==> src/rtl/pc_fetch_ctrl.sv <==
// pc_fetch_ctrl: single-outstanding instruction fetch sequencer with
// next-PC selection, imem ack timeout and sticky fault reporting.
module pc_fetch_ctrl #(
  parameter logic [31:0] RESET_PC = 32'h0000_0000,
  parameter int unsigned MAX_WAIT = 16
) (
  input  logic        clk,
  input  logic        rst_n,
  input  logic        run_en,
  output logic        imem_req,
  output logic [31:0] imem_addr,
  input  logic        imem_ack,
  input  logic [31:0] imem_rdata,
  output logic        inst_valid,
  input  logic        inst_ready,
  output logic [31:0] inst,
  output logic [31:0] pc,
  output logic [31:0] pc_plus4,
  input  logic [1:0]  pc_src,
  input  logic [31:0] imm,
  input  logic [31:0] alu_out,
  output logic        fault,
  output logic [1:0]  fault_code,
  output logic [31:0] retired
);

  localparam int WW = (MAX_WAIT > 1) ? $clog2(MAX_WAIT) : 1;
  localparam logic [WW-1:0] WAIT_LAST = WW'(MAX_WAIT - 1);

  localparam logic [1:0] S_IDLE  = 2'd0;
  localparam logic [1:0] S_FETCH = 2'd1;
  localparam logic [1:0] S_ISSUE = 2'd2;
  localparam logic [1:0] S_HALT  = 2'd3;

  localparam logic [1:0] FC_MISALIGN = 2'b01;
  localparam logic [1:0] FC_TIMEOUT  = 2'b10;

  logic [1:0]    r_state;
  logic [31:0]   r_pc;
  logic [31:0]   r_inst;
  logic [31:0]   r_retired;
  logic          r_fault;
  logic [1:0]    r_code;
  logic [WW-1:0] r_wait;

  logic [31:0]   w_next_pc;
  logic          w_misalign;

  always_comb begin
    w_next_pc = r_pc + 32'd4;
    unique case (1'b1)
      (pc_src == 2'b01): w_next_pc = r_pc + imm;
      (pc_src == 2'b10): w_next_pc = alu_out & 32'hFFFF_FFFE;
      default: ;
    endcase
  end

  assign w_misalign = |w_next_pc[1:0];

  always_ff @(posedge clk or negedge rst_n) begin
    if (!rst_n) begin
      r_state   <= S_IDLE;
      r_pc      <= RESET_PC;
      r_inst    <= '0;
      r_retired <= '0;
      r_fault   <= 1'b0;
      r_code    <= 2'b00;
      r_wait    <= '0;
    end else begin
      unique case (r_state)
        S_IDLE: begin
          if (run_en) begin
            r_state <= S_FETCH;
            r_wait  <= '0;
          end
        end
        S_FETCH: begin
          if (imem_ack) begin
            r_inst  <= imem_rdata;
            r_state <= S_ISSUE;
          end else if (r_wait == WAIT_LAST) begin
            r_state <= S_HALT;
            if (!r_fault) begin
              r_fault <= 1'b1;
              r_code  <= FC_TIMEOUT;
            end
          end else begin
            r_wait <= r_wait + 1'b1;
          end
        end
        S_ISSUE: begin
          if (inst_ready) begin
            r_retired <= r_retired + 32'd1;
            // a misaligned target still retires the offered instruction
            if (w_misalign) begin
              r_state <= S_HALT;
              if (!r_fault) begin
                r_fault <= 1'b1;
                r_code  <= FC_MISALIGN;
              end
            end else begin
              r_pc    <= w_next_pc;
              r_wait  <= '0;
              r_state <= run_en ? S_FETCH : S_IDLE;
            end
          end
        end
        default: ;
      endcase
    end
  end

  assign imem_req   = (r_state == S_FETCH);
  assign imem_addr  = r_pc;
  assign inst_valid = (r_state == S_ISSUE);
  assign inst       = r_inst;
  assign pc         = r_pc;
  assign pc_plus4   = r_pc + 32'd4;
  assign fault      = r_fault;
  assign fault_code = r_code;
  assign retired    = r_retired;

endmodule

==> config.mk <==
export PLATFORM = sky130hd
export DESIGN_NAME = pc_fetch_ctrl
export DESIGN_NICKNAME = d
export VERILOG_FILES = /design/src/rtl/pc_fetch_ctrl.sv
export SDC_FILE = /design/constraint.sdc
export NUM_CORES = 1
export LEC_CHECK = 0
export BUFFER_PORTS_ARGS = -buffer_cell sky130_fd_sc_hd__buf_2
export CAP_MARGIN = 25
export CELL_PAD_IN_SITES_DETAIL_PLACEMENT = 1
export CELL_PAD_IN_SITES_GLOBAL_PLACEMENT = 2
export CORE_ASPECT_RATIO = 1.5
export CORE_MARGIN = 2
export CORE_UTILIZATION = 29
export CTS_BUF_LIST = sky130_fd_sc_hd__clkbuf_16
export CTS_CLUSTER_DIAMETER = 60
export DETAILED_ROUTE_END_ITERATION = 16
export PLACE_DENSITY = 0.91
export REMOVE_ABC_BUFFERS = 1
export SLEW_MARGIN = 30
export SYNTH_ARGS = -nofsm -noshare
export SYNTH_HDL_FRONTEND = slang
export SYNTH_SLANG_ARGS = --single-unit
export TNS_END_PERCENT = 100
==> constraint.sdc <==
create_clock -name clk -period 3.1 [get_ports clk]
set_clock_uncertainty 0.05 [all_clocks]
set_input_delay 0.465 -clock clk [delete_from_list [all_inputs] [get_ports clk]]
set_output_delay 0.465 -clock clk [all_outputs]
set_load 0.02 [all_outputs]
==> flow_summary.json <==
{
  "status": "completed",
  "initial_utilization_pct": 29.6,
  "power.share.clock_pct": 18.9,
  "cts_tree": "yes",
  "die-area_mm2": 0.0270,
  "setup_viol": 0,
  "pwr-share-seq_pct": 30.4,
  "synth-async-reset-ratio_pct": 100,
  "yosysWarnings": 0,
  "io_buffer_count": 266,
  "start_kind": "flop",
  "postLayoutCoreUtil_pct": 38.6,
  "grt_overflow": 0,
  "root_buffer": "clkbuf_16",
  "vdd_drop_max_v": 0.000295,
  "viasPerCell": 5.21,
  "grt_max_degree": 63,
  "wire_per_inst_um": 19.4,
  "clkLatencyLatePin_ns": 0.36,
  "critical_path_class": "reg -> out",
  "fp.dieH_um": 200,
  "ys.flop_type": "dfrtp_1",
  "wl_met3_mm": 1.48,
  "p_leak_uw": 0.00483,
  "die_x_um": 135,
  "power_switching_uw": 2900,
  "grt_util_all_layers_pct": 20.2,
  "syn_avg_cell_area_um2": 9.10,
  "core_area_mm2": 0.0251,
  "power.internal_uw": 3720,
  "synthToLayoutAreaGrowth_pct": 30.4,
  "drcViolationCount": 0,
  "slew_viol_final": 0,
  "cp-end-kind": "output port",
  "seq_area_mm2": 0.00263,
  "worst_pin_slew_ns": 0.687,
  "swShare_pct": 43.8,
  "clkSlewWorstSetupHoldPaths_ns": 0.08,
  "synth_area_leader_cell": "dfrtp_1",
  "place_congestion": 0.891,
  "period_needed_ns": 3.03,
  "ios": 268,
  "cp.arrival_ns": 2.51,
  "cts_sinks": 105,
  "seq_area_frac_synth_pct": 35.3,
  "row_count": 71,
  "dpl.hpwl_mm": 21.9,
  "hold_buffers": 0,
  "grt_pass1_vias": 7798,
  "multi_input_comb_area_mm2": 0.00442,
  "place_ws_ns": -0.0953,
  "top_layer_used": "met5",
  "grt_pass1_wl_mm": 42.8,
  "worst_slack_ns": 0.0710,
  "cts_made_buffers": 9,
  "synth_area_mm2": 0.00744,
  "cap_violations": 0,
  "cts_buffer_depth": 2,
  "drive_gt1_share_pct": 37.4,
  "antenna_found_initial": 4,
  "detail-route-antenna-nets": 0,
  "cts_htree_levels": 3,
  "ys_ff_latch": 105,
  "nets": 1230,
  "synth_cell_types": 64,
  "whs_ns": 0.0931,
  "final_cell_area_mm2": 0.00971,
  "fin_crit_sh_pct": 97.7,
  "synth_edf_count": 0,
  "syn_inst": 818,
  "synth_top_cell_area_share_pct": 35.3,
  "powerDensity_mw_per_mm2": 681,
  "route.met2.wl_mm": 14.8,
  "dpl_cell_area_mm2": 0.00927,
  "mostFrequentLayoutCell": "buf_2",
  "drt_pass1_iterations": 4,
  "holdCritPathClass": "in -> async",
  "fillers": 3053,
  "slew_headroom_pct": 54.2,
  "p_comb_share_pct": 50.7,
  "critPathMaxFanout": 4,
  "worstPathRequired_ns": 2.58,
  "hold_viol": 0,
  "dr_total_vias": 7419,
  "final_cell_mix": "buf_2 (263), dfrtp_1 (101), nand2_1 (74)",
  "wl_met1_mm": 10.3,
  "wl_mm": 27.5,
  "first_iter_violations": 257,
  "ys_top_cells_by_area": "dfrtp_1 (35%), xnor2_1 (6.7%), ha_1 (6.6%)",
  "fmax_mhz": 330
}
-- final timing paths --
| kind | cells past startpoint | end | slack [ns] | startpoint |
|---|---|---|---|---|
| setup reg to reg | 12 | imem_addr[28]$_DFFE_PN0P_ | 0.22 | imem_addr[0]$_DFFE_PN0P_ |
| min in group clk | 2 | inst[27]$_DFFE_PN0P_ | 0.28 | imem_rdata[27] |
| hold reg to reg | 1 | retired[18]$_DFFE_PN0P_ | 0.44 | retired[18]$_DFFE_PN0P_ |
| setup / recovery | 8 | pc_plus4[22] | 0.07 | imem_addr[2]$_DFFE_PN0P_ |
| max in group asynchronous | 2 | inst[17]$_DFFE_PN0P_ | 2.13 | rst_n |
| hold / removal | 1 | retired[13]$_DFFE_PN0P_ | 0.09 | rst_n |
-- Yosys cell counts, drive strengths merged (7+ instances only) --
master	number
ha	39
a211oi	12
o21bai	11
mux2i	7
xnor2	57
o21a	8
buf	45
clkbuf	25
mux2	37
a21oi	42
nand3	42
o21ai	47
nand4	16
dfrtp	105
a21o	17
nand2	74
inv	19
a221oi	17
nor3	10
and3	26
nand2b	7
nor2	59
xor2	27
-- area by class of cell --
class,count,share of cell area [%]
multi-input combinational,624,45.5
sequential,105,27.1
timing repair buffer,328,19.1
tap,328,4.23
clock buffer,9,2.32
clock inverter,7,0.902
inverter,19,0.735
antenna,3,0.0773
-- layer usage --
layer | track usage [%] | vias up
met4 | 7.89 | 2
met2 | 38.2 | 252
met5 | 0 | -
li1 | - | 3462
met1 | 22.1 | 3652
met3 | 3.39 | 51
-- worst max-delay path, stage by stage (launching register included) --
cell and delay [ns]:
dfrtp_2 0.44, ha_4 0.18, and3_4 0.21, and3_4 0.20, and2_4 0.17, nand3_1 0.22, nor2_2 0.23, xor2_1 0.28
buf_2 0.23
-- per-stage QoR --
| step | cells | total power (uW) | TNS [ns] |
|---|---|---|---|
| floorplan | 748 | 4050 | -34.59 |
| global placement | 1400 | 5240 | -0.0940 |
| detailed placement | 1400 | 5350 | -0.163 |
| CTS | 1418 | 6650 | 0 |
| global route | 1421 | 7030 | -0.0718 |
| finish | 1423 | 6610 | 0 |
-- registers in the layout, indices dropped and copies added (netlist names) --
| signal | cells |
|---|---|
| fault | 1 |
| r_state | 2 |
| fault_code | 2 |
| retired | 32 |
| r_wait | 4 |
| imem_addr | 32 |
| inst | 32 |
-- power groups by stage --
stage / sequential, uW / combinational, uW / clock [uW]
4_1_cts: 2010 / 3360 / 1280
2_1_floorplan: 2530 / 1520 / 0
3_5_place_dp: 2040 / 3310 / 0
6_report: 2010 / 3350 / 1250
5_1_grt: 2070 / 3630 / 1330
3_3_place_gp: 2000 / 3240 / 0
-- kinds of logic after synthesis --
logic type,share of synthesized area [%]
adders and majority gates,6.82
AOI/OAI and AO/OA,18.0
and+or+nand+nor,17.0
xor gates and xnor gates,9.88
buffers and inverters,6.44
muxes,6.54
DFF,35.3
-- timing repair --
action                                  CTS  global route
setup buffers                             2             2
gates resized for setup                  12            14
endpoints found under the setup margin   12            17
pin swaps                                 0             6
Note: power is estimated with default switching activity, not from simulation.
